--- config.mk ---
export PLATFORM = sky130hd
export DESIGN_NAME = hls_snn_izikevich_hls_deadlock_reporter_flat
export DESIGN_NICKNAME = d
export VERILOG_FILES = /design/src/rtl/hls_snn_izikevich_hls_deadlock_reporter_pkg.sv /design/src/rtl/hls_snn_izikevich_hls_deadlock_reporter_if.sv /design/src/rtl/hls_snn_izikevich_hls_deadlock_reporter_sat_counter.sv /design/src/rtl/hls_snn_izikevich_hls_deadlock_reporter.sv /design/src/flat_wrapper.sv
export SDC_FILE = /design/constraint.sdc
export NUM_CORES = 1
export LEC_CHECK = 0
export BUFFER_PORTS_ARGS = -buffer_cell sky130_fd_sc_hd__buf_2
export CAP_MARGIN = 20
export CORE_ASPECT_RATIO = 0.75
export CORE_MARGIN = 1.5
export CORE_UTILIZATION = 50
export DETAILED_ROUTE_END_ITERATION = 12
export GPL_ROUTABILITY_DRIVEN = 1
export PLACE_DENSITY = 0.67
export SYNTH_ARGS = -nofsm -noshare
export SYNTH_HDL_FRONTEND = slang
export SYNTH_HIERARCHICAL = 1
export SYNTH_SLANG_ARGS = --single-unit
export TNS_END_PERCENT = 1
--- constraint.sdc ---
create_clock -name clock -period 2.7 [get_ports clock]
set_input_delay 0.27 -clock clock [delete_from_list [all_inputs] [get_ports clock]]
set_output_delay 0.27 -clock clock [all_outputs]
set_load 0.02 [all_outputs]
--- src/rtl/hls_snn_izikevich_hls_deadlock_reporter_pkg.sv ---
// Shared definitions for the deadlock reporter: FSM state encoding and default
// geometry of the monitored design.
package hls_snn_izikevich_deadlock_pkg;

  typedef enum logic [1:0] {
    ST_IDLE   = 2'd0,
    ST_ARMED  = 2'd1,
    ST_REPORT = 2'd2,
    ST_HOLD   = 2'd3
  } state_t;

  localparam int DEF_THRESHOLD = 16;
  localparam int DEF_AXIS_W    = 6;
  localparam int DEF_INST_W    = 4;
  localparam int DEF_TS_W      = 32;
  localparam int DEF_EVT_W     = 8;

  // Bits needed for a window counter that must be able to hold THRESHOLD itself.
  function automatic int win_width(input int thr);
    return (thr < 1) ? 1 : $clog2(thr + 1);
  endfunction

endpackage

--- src/rtl/hls_snn_izikevich_hls_deadlock_reporter_if.sv ---
// Monitor-facing inputs and host-facing snapshot handshake of the deadlock reporter.
// The master side is the surrounding design / host, the slave side is the reporter.
interface hls_snn_izikevich_hls_deadlock_reporter_if
  import hls_snn_izikevich_deadlock_pkg::*;
#(
  parameter int AXIS_W = DEF_AXIS_W,
  parameter int INST_W = DEF_INST_W,
  parameter int TS_W   = DEF_TS_W,
  parameter int EVT_W  = DEF_EVT_W
) ();

  logic              block;
  logic [AXIS_W-1:0] axis_block_sigs;
  logic [INST_W-1:0] inst_idle_sigs;
  logic              flag_clear;
  logic              report_valid;
  logic              report_ready;
  logic [AXIS_W-1:0] report_axis;
  logic [INST_W-1:0] report_idle;
  logic [TS_W-1:0]   report_ts;
  logic              deadlock_flag;
  logic [EVT_W-1:0]  event_count;

  modport master (
    output block, axis_block_sigs, inst_idle_sigs, flag_clear, report_ready,
    input  report_valid, report_axis, report_idle, report_ts, deadlock_flag, event_count
  );

  modport slave (
    input  block, axis_block_sigs, inst_idle_sigs, flag_clear, report_ready,
    output report_valid, report_axis, report_idle, report_ts, deadlock_flag, event_count
  );

endinterface

--- src/rtl/hls_snn_izikevich_hls_deadlock_reporter_sat_counter.sv ---
// Up-counter that sticks at all-ones instead of wrapping; used for the cycle
// timestamp and for the report event count.
module hls_snn_izikevich_sat_counter #(
  parameter int WIDTH = 8
) (
  input  logic             clk,
  input  logic             rst,
  input  logic             i_en,
  output logic [WIDTH-1:0] o_count
);

  logic [WIDTH-1:0] r_count;

  always_ff @(posedge clk) begin
    if (rst) begin
      r_count <= '0;
    end else if (i_en && (r_count != '1)) begin
      r_count <= r_count + 1'b1;
    end
  end

  assign o_count = r_count;

endmodule

--- src/rtl/hls_snn_izikevich_hls_deadlock_reporter.sv ---
// Qualifies the deadlock monitor's block verdict over a persistence window and
// hands one diagnostic snapshot per deadlock episode to the host.
module hls_snn_izikevich_hls_deadlock_reporter
  import hls_snn_izikevich_deadlock_pkg::*;
#(
  parameter int THRESHOLD = DEF_THRESHOLD,
  parameter int AXIS_W    = DEF_AXIS_W,
  parameter int INST_W    = DEF_INST_W,
  parameter int TS_W      = DEF_TS_W,
  parameter int EVT_W     = DEF_EVT_W
) (
  input  logic clock,
  input  logic reset,
  hls_snn_izikevich_hls_deadlock_reporter_if.slave bus
);

  localparam int WIN_W = win_width(THRESHOLD);
  localparam logic [WIN_W-1:0] WIN_LAST = WIN_W'(THRESHOLD);
  localparam logic [WIN_W-1:0] WIN_ONE  = WIN_W'(1);

  state_t            r_state;
  state_t            w_state_nxt;
  logic [WIN_W-1:0]  r_win_cnt;
  logic [WIN_W-1:0]  w_win_cnt_nxt;
  logic [WIN_W-1:0]  w_win_inc;
  logic [AXIS_W-1:0] r_acc;
  logic [AXIS_W-1:0] w_acc_nxt;
  logic              w_capture;

  logic [AXIS_W-1:0] r_axis;
  logic [INST_W-1:0] r_idle;
  logic [TS_W-1:0]   r_ts;
  logic              r_flag;
  logic [TS_W-1:0]   w_cycle;
  logic [EVT_W-1:0]  w_evt;

  assign w_win_inc = r_win_cnt + 1'b1;

  always_comb begin
    w_state_nxt   = r_state;
    w_win_cnt_nxt = r_win_cnt;
    w_acc_nxt     = r_acc;
    w_capture     = 1'b0;
    unique case (r_state)
      ST_IDLE: begin
        if (bus.block) begin
          if (THRESHOLD == 1) begin
            w_capture     = 1'b1;
            w_win_cnt_nxt = '0;
            w_acc_nxt     = '0;
            w_state_nxt   = ST_REPORT;
          end else begin
            w_win_cnt_nxt = WIN_ONE;
            w_acc_nxt     = bus.axis_block_sigs;
            w_state_nxt   = ST_ARMED;
          end
        end
      end
      ST_ARMED: begin
        if (!bus.block) begin
          w_win_cnt_nxt = '0;
          w_acc_nxt     = '0;
          w_state_nxt   = ST_IDLE;
        end else if (w_win_inc == WIN_LAST) begin
          // Window complete: the snapshot registers take acc|sigs this cycle,
          // so the accumulator is free to restart from zero.
          w_capture     = 1'b1;
          w_win_cnt_nxt = '0;
          w_acc_nxt     = '0;
          w_state_nxt   = ST_REPORT;
        end else begin
          w_win_cnt_nxt = w_win_inc;
          w_acc_nxt     = r_acc | bus.axis_block_sigs;
        end
      end
      ST_REPORT: begin
        if (bus.report_ready) begin
          w_state_nxt = ST_HOLD;
        end
      end
      ST_HOLD: begin
        if (!bus.block) begin
          w_state_nxt = ST_IDLE;
        end
      end
      default: w_state_nxt = ST_IDLE;
    endcase
  end

  always_ff @(posedge clock) begin
    if (reset) begin
      r_state   <= ST_IDLE;
      r_win_cnt <= '0;
      r_acc     <= '0;
    end else begin
      r_state   <= w_state_nxt;
      r_win_cnt <= w_win_cnt_nxt;
      r_acc     <= w_acc_nxt;
    end
  end

  // Snapshot stage: frozen from capture until the next capture, so it stays
  // stable for the whole time the report is pending.
  always_ff @(posedge clock) begin
    if (reset) begin
      r_axis <= '0;
      r_idle <= '0;
      r_ts   <= '0;
    end else if (w_capture) begin
      r_axis <= r_acc | bus.axis_block_sigs;
      r_idle <= bus.inst_idle_sigs;
      r_ts   <= w_cycle;
    end
  end

  // Set has priority so a clear racing a new report never hides it.
  always_ff @(posedge clock) begin
    if (reset) begin
      r_flag <= 1'b0;
    end else if (w_capture) begin
      r_flag <= 1'b1;
    end else if (bus.flag_clear) begin
      r_flag <= 1'b0;
    end
  end

  hls_snn_izikevich_sat_counter #(.WIDTH(TS_W)) u_cycle_cnt (
    .clk     (clock),
    .rst     (reset),
    .i_en    (1'b1),
    .o_count (w_cycle)
  );

  hls_snn_izikevich_sat_counter #(.WIDTH(EVT_W)) u_event_cnt (
    .clk     (clock),
    .rst     (reset),
    .i_en    (w_capture),
    .o_count (w_evt)
  );

  assign bus.report_valid  = (r_state == ST_REPORT);
  assign bus.report_axis   = r_axis;
  assign bus.report_idle   = r_idle;
  assign bus.report_ts     = r_ts;
  assign bus.deadlock_flag = r_flag;
  assign bus.event_count   = w_evt;

endmodule

--- src/flat_wrapper.sv ---
// flat-port wrapper written by rule: the top's interface ports become plain ports
module hls_snn_izikevich_hls_deadlock_reporter_flat import hls_snn_izikevich_deadlock_pkg::*;
#(
  parameter int THRESHOLD = DEF_THRESHOLD,
  parameter int AXIS_W    = DEF_AXIS_W,
  parameter int INST_W    = DEF_INST_W,
  parameter int TS_W      = DEF_TS_W,
  parameter int EVT_W     = DEF_EVT_W
)
  (clock, reset, bus_block, bus_axis_block_sigs, bus_inst_idle_sigs, bus_flag_clear, bus_report_ready, bus_report_valid, bus_report_axis, bus_report_idle, bus_report_ts, bus_deadlock_flag, bus_event_count);
  hls_snn_izikevich_hls_deadlock_reporter_if #(.AXIS_W(AXIS_W), .INST_W(INST_W), .TS_W(TS_W), .EVT_W(EVT_W)) bus_i ();
  input  logic clock;
  input  logic reset;
  input wire logic [$bits(bus_i.block)-1:0] bus_block;
  input wire logic [$bits(bus_i.axis_block_sigs)-1:0] bus_axis_block_sigs;
  input wire logic [$bits(bus_i.inst_idle_sigs)-1:0] bus_inst_idle_sigs;
  input wire logic [$bits(bus_i.flag_clear)-1:0] bus_flag_clear;
  input wire logic [$bits(bus_i.report_ready)-1:0] bus_report_ready;
  output wire logic [$bits(bus_i.report_valid)-1:0] bus_report_valid;
  output wire logic [$bits(bus_i.report_axis)-1:0] bus_report_axis;
  output wire logic [$bits(bus_i.report_idle)-1:0] bus_report_idle;
  output wire logic [$bits(bus_i.report_ts)-1:0] bus_report_ts;
  output wire logic [$bits(bus_i.deadlock_flag)-1:0] bus_deadlock_flag;
  output wire logic [$bits(bus_i.event_count)-1:0] bus_event_count;
  assign bus_i.block = bus_block;
  assign bus_i.axis_block_sigs = bus_axis_block_sigs;
  assign bus_i.inst_idle_sigs = bus_inst_idle_sigs;
  assign bus_i.flag_clear = bus_flag_clear;
  assign bus_i.report_ready = bus_report_ready;
  assign bus_report_valid = bus_i.report_valid;
  assign bus_report_axis = bus_i.report_axis;
  assign bus_report_idle = bus_i.report_idle;
  assign bus_report_ts = bus_i.report_ts;
  assign bus_deadlock_flag = bus_i.deadlock_flag;
  assign bus_event_count = bus_i.event_count;
  hls_snn_izikevich_hls_deadlock_reporter #(.THRESHOLD(THRESHOLD), .AXIS_W(AXIS_W), .INST_W(INST_W), .TS_W(TS_W), .EVT_W(EVT_W)) u_core (.clock(clock), .reset(reset), .bus(bus_i));
endmodule
* After elaboration in Yosys (flattened, before gate mapping) *
Cells that the tools add are included.

storage, ports and cells
  bits in read-only memories = 0
  memories = 0
  memory bits (writable) = 0
  output and inout bits = 52
  register bits after elaboration = 96
  input port bits = 15
  word-level logic and storage cells = 48
  latch bits = 0

cells by class
  multipliers = 0
  $add $sub $neg = 3
  multiplexer cells = 19
  equality and inequality tests = 10
  shift-type cells = 0
  reductions and logical operators = 6
  bitwise operators = 1
  magnitude comparators = 0
  divide/modulo/power cells = 0

operators with widths
  operator                                                                count
  32-bit by 1-bit adder with 32-bit output (second input constant)        1
  32-bit != test (second input constant)                                  1
  6-bit 2-to-1 mux                                                        3
  5-bit 2-to-1 mux                                                        3
  6-bit case mux with 2 select lines                                      1
  2-bit 2-to-1 mux                                                        5
  5-bit case mux with 2 select lines                                      1
  8-bit by 1-bit adder with 8-bit output (second input constant)          1
  8-bit != test (second input constant)                                   1
  2-bit case mux with 4 select lines                                      1
  2-bit != test (second input constant)                                   3
  6-bit bitwise OR                                                        1
  5-bit by 1-bit adder with 5-bit output (second input constant)          1
  5-bit equality test (second input constant)                             1
  1-bit 2-to-1 mux                                                        5
  2-bit equality test (second input constant)                             2
  4-bit AND reduction                                                     1
  2-bit nonzero test                                                      2
  3-bit by 2-bit != test with 1-bit output (second input constant)        1
  2-bit by 1-bit equality test with 1-bit output (second input constant)  1
  2-bit logical NOT                                                       1
  2-bit AND reduction                                                     1
  1-bit logical AND                                                       1

* Longest topological paths before layout *
  depth in word-level cells = 6
  gate-level depth with buffers = 8
  depth with buffers taken out = 6

* Cells and area by module *
The synthesis kept the hierarchy.

by module, submodules not included
  module                                               cells each  times used  area each (um^2)  sequential area each (um^2)
  hls_snn_izikevich_hls_deadlock_reporter              300         1           2,645.0           1,121.1
  hls_snn_izikevich_sat_counter at u_core.u_cycle_cnt  199         1           1,674.1           640.6
  hls_snn_izikevich_sat_counter at u_core.u_event_cnt  46          1           430.4             160.2

* Worst setup path before layout *
OpenSTA, ideal clock, no wires.

  path type = reg2reg
  start = reg u_core.u_cycle_cnt.r_count[21], in the netlist u_core/u_cycle_cnt/o_count[21]
  end = reg u_core.u_cycle_cnt.r_count[30], in the netlist u_core/u_cycle_cnt/o_count[30]
  data required time = 2,630 ps
  period minus slack after synthesis = 2,117 ps
  setup time = 70 ps
  setup slack = 583 ps
  stages on the path, launching flop included = 7
  path buffers = 1
  arrival time = 2,046 ps
  cells stage by stage = dfxtp_1 -> and3_4 -> or3b_1 -> buf_2 -> or3_4 -> or4_1 -> a21oi_1

between the ends
  longest elaborated chain between the ends = 1
  elaborated cells between the ends (all ways) = 2
  classes of those cells = 1 x add/sub; 1 x eq/ne

RTL lines
  item                                                                        RTL line                                                                                                              source
  from (decl)                                                                 hls_snn_izikevich_hls_deadlock_reporter_sat_counter.sv:12                                                             logic [WIDTH-1:0] r_count;
  from (signal assigned)                                                      hls_snn_izikevich_hls_deadlock_reporter_sat_counter.sv:18                                                             r_count <= r_count + 1'b1;
  32-bit by 1-bit adder with 32-bit output or 32-bit != test (tied branches)  hls_snn_izikevich_hls_deadlock_reporter_sat_counter.sv:18, hls_snn_izikevich_hls_deadlock_reporter_sat_counter.sv:17

Several ways; a longest one is shown, not always the timed one.
A chain may end at the register's enable or synchronous reset.

* Worst setup path in the final report *
  start = reg u_core.u_cycle_cnt.r_count[13], in the netlist u_core/u_cycle_cnt/o_count[13]
  end = reg u_core.u_cycle_cnt.r_count[30], in the netlist u_core/u_cycle_cnt/o_count[30]

Same word-level chain as after synthesis.

==> impl_metrics.yaml <==
timing:
  final.setup_skew_ps: 5.56
  min_period_ps: 2280
  tns_ps: 0
  setup_violations: 0
  grt_setup_unrepaired: "false"
  slew_headroom_pct: 34.7
  final.setup.worst_slack_ps: 421
  max_slew.worst_pin.slew_ps: 980
  hold_viol: 0
  final_min_period_over_clock_period_pct: 84.4
  drv_slew: 0
  maxClockFrequency_mhz: 439
clock_tree:
  cts_hold_buffers: 0
  clock_insertion_delay_worst_skew_ps: 340
  cts.path.max_buffers: 2
  number_of_buffers_added_by_the_clock_tree_synthesis_step: 9
  clk_pin_slew_ps: 70
  cts-root-buf: "sky130_fd_sc_hd__clkbuf_16"
  resize_count_post_cts: 0
  post-cts-setup-buffers: 0
  htree_num_levels: 3
  clock_sinks: 96
  tritoncts: "yes"
hold_path:
  hp-class: "in2reg"
  min_path_cells: 3
  whs_endpoint: "u_core/bus.report_idle[2]"
  min_from: "bus_inst_idle_sigs[2]"
yosys:
  synth.cells.most_frequent: "sky130_fd_sc_hd__dfxtp_1 (96), sky130_fd_sc_hd__a21oi_1 (81), sky130_fd_sc_hd__nand4_1 (48), sky130_fd_sc_hd__o31ai_1 (48), sky130_fd_sc_hd__nor2_1 (29)"
  postSynth.topFlopCell: "sky130_fd_sc_hd__dfxtp_1"
  register_bit_total_from_synthesis: 96
  post_synthesis_simple_gate_area_fraction_pct: 22.2
  yosysWarningCount: 6
  synthCells: 545
  distinct_cell_type_count_after_synthesis: 64
  yosysMostFrequentCell: "sky130_fd_sc_hd__dfxtp_1"
  main_combinational_cell_family_by_area_after_synthesis: "compound AO/OA/AOI/OAI gates"
  synth_sequential_area_ratio_pct: 40.5
  ys_async_sr_fraction_pct: 0
  yosys.area_share.xor_xnor_pct: 1.48
  yosys-mux-area-fraction_pct: 2.00
  synth_enable_flop_cells: 0
  post-synth-top-area-cell: "sky130_fd_sc_hd__dfxtp_1"
  synthTopCellsByArea: "sky130_fd_sc_hd__dfxtp_1 (40%), sky130_fd_sc_hd__a21oi_1 (8.5%), sky130_fd_sc_hd__o31ai_1 (7.6%)"
  synth_adder_area_share_pct: 0.790
  mappedNetlistArea_um2: 4750
  synth_largest_type_area_fraction_pct: 40.5
  synth_compound_gate_area_share_pct: 26.9
  avgSynthCellArea_um2: 8.71
critical_path:
  critical_path.max_fanout: 9
  reg2reg_from: "u_core/u_cycle_cnt/o_count[13]"
  worst-endpoint-arrival_ps: 2560
  timing.setup.critical_path_class: "reg2reg"
  cp_data_required_time_ps: 2980
  end_kind: "flip-flop"
  timing.rr.end: "u_core/u_cycle_cnt/o_count[30]"
  critical_path.startpoint_type: "flip-flop"
  length_in_cells_of_the_worst_reg_to_reg_path: 5
  r2r_setup_slack_ps: 420
grt:
  antenna_found_initial: 0
  globalRouteOverflowTotal: 0
  wire_length_of_the_first_global_routing_pass_um: 19500
  grt_max_degree: 54
  vias_in_the_first_global_route: 3954
  grtUsageTotal_pct: 24.2
placed_design:
  dp.final_hpwl_um: 7640
  finalWeightedCongestion: 0.837
  pre_cts_setup_slack_ps: 435
  portBuffers: 66
routing:
  drtAntennaViolNets: 0
  detailroute.via_count: 4409
  routed_via_density: 6.10
  drt_iter0_drc: 280
  wl_um: 11800
  drc_errors: 0
  wl_per_cell_um: 16.3
  drt-pass1-iter-count: 6
finish:
  syn2layout_area_growth_pct: 15.6
  fin_util_pct: 60.2
  nets: 608
  antenna_cells_inserted: 0
  post_route_cells_drive_above_1_share_pct: 21.2
floorplanning:
  die_area_um2: 10100
  std_cell_core_area_um2: 9120
  die_w_um: 116
  fp-row-count: 30
  dieHeight_um: 87.4
  io_pins: 67
  initial_utilization_pct: 52.1
status:
  outcome: "complete, no violations"
power:
  static-leakage-power_nw: 1.92
  ir_drop_worst_vdd_mv: 0.402
  power_per_cell_area_nw_per_um2: 535
flow_run:
  max-cap-violations: 0
==> layout make-up <==
| type | instances | area [µm²] |
|---|---|---|
| fill | 844 | 3630 |
| sequential | 96 | 1920 |
| inverter | 13 | 48.8 |
| multi-input combinational | 389 | 2560 |
| clock inverter | 7 | 96.3 |
| clock buffer | 9 | 225 |
| timing repair buffer | 81 | 480 |
| tap | 128 | 160 |
==> where the power goes <==
group	switching [mW]	leakage, nW	internal [mW]
Clock	0.560	0.148	0.811
Combinational	0.0849	0.997	0.0442
Sequential	0.0122	0.775	1.43
Total	0.657	1.92	2.28
==> cells by family after synthesis <==
logic type               after synthesis
AND/OR/NAND/NOR                      178
XOR/XNOR                               8
flip-flops                            96
adder cells (fa/ha/maj)                3
multiplexers                           7
other                                  1
AO/OA/AOI/OAI                        189
buffers and inverters                 63
==> flip-flops by register name, indices dropped and copies added, names as in the netlist, named ones only <==
name                        cells
u_core/u_cycle_cnt/o_count     32
u_core/u_event_cnt/o_count      8
u_core/r_state                  1
u_core/bus.deadlock_flag        1
u_core/r_win_cnt                5
u_core/r_acc                    6
u_core/bus.report_ts           32
u_core/bus.report_idle          4
u_core/bus.report_axis          6
==> critical path, cell delays in order (launching register included) <==
cell and delay [ps]:
sky130_fd_sc_hd__dfxtp_1 420, sky130_fd_sc_hd__nand3_1 170, sky130_fd_sc_hd__or3_1 550, sky130_fd_sc_hd__or3_4 440
sky130_fd_sc_hd__or4_1 490, sky130_fd_sc_hd__a21oi_1 150
==> stage by stage <==
step | std cells | area [µm²] | total power, mW | hold WS (ps)
after global placement | 707 | 5170 | 1.59 | 451
final | 723 | 5490 | 2.94 | 176
after detailed placement | 707 | 5170 | 1.60 | 459
after global routing | 723 | 5490 | 3.04 | 177
after floorplan | 548 | 4760 | 1.56 | 342
after CTS | 723 | 5490 | 2.96 | 172
==> cell usage in the layout (no fill, tap or decap), types with 4 or more instances in the layout <==
cell,count
sky130_fd_sc_hd__conb_1,4
sky130_fd_sc_hd__o31ai_1,48
sky130_fd_sc_hd__clkbuf_16,9
sky130_fd_sc_hd__buf_2,66
sky130_fd_sc_hd__a21oi_1,81
sky130_fd_sc_hd__nand3_1,16
sky130_fd_sc_hd__nor3_1,4
sky130_fd_sc_hd__a211oi_2,4
sky130_fd_sc_hd__o21ai_0,10
sky130_fd_sc_hd__a31oi_1,8
sky130_fd_sc_hd__nand2_1,19
sky130_fd_sc_hd__buf_4,12
sky130_fd_sc_hd__or3_1,11
sky130_fd_sc_hd__nand2b_1,4
sky130_fd_sc_hd__dfxtp_1,96
sky130_fd_sc_hd__xnor2_1,6
sky130_fd_sc_hd__or4_1,12
sky130_fd_sc_hd__and4_1,6
sky130_fd_sc_hd__a211oi_1,11
sky130_fd_sc_hd__nor2_1,29
sky130_fd_sc_hd__and3_1,4
sky130_fd_sc_hd__nand4_1,48
sky130_fd_sc_hd__o221ai_2,4
sky130_fd_sc_hd__inv_1,13
==> routing by layer <==
layer | vias to the layer above | share of wire, % | track usage, %
li1 | 2180 | - | -
met1 | 2096 | 51 | 33.9
met2 | 124 | 43 | 38.7
met3 | 9 | 5.3 | 4.80
met4 | 0 | 0.73 | 5.05
met5 | - | 0 | 0
==> how the worst max path moves through the flow <==
stage / startpoint / to / slack (ps) / depth (start not counted)
floorplan: u_core/u_cycle_cnt/o_count[21] / u_core/u_cycle_cnt/o_count[30] / 580 / 6
global placement: u_core/u_cycle_cnt/o_count[21] / u_core/u_cycle_cnt/o_count[30] / 500 / 5
detailed placement: u_core/u_cycle_cnt/o_count[16] / u_core/u_cycle_cnt/o_count[21] / 430 / 6
CTS: u_core/u_cycle_cnt/o_count[16] / u_core/u_cycle_cnt/o_count[21] / 440 / 6
global route: u_core/u_cycle_cnt/o_count[2] / u_core/u_cycle_cnt/o_count[31] / 270 / 6
finish: u_core/u_cycle_cnt/o_count[13] / u_core/u_cycle_cnt/o_count[30] / 420 / 5
Power figures use the tool's default switching activity.
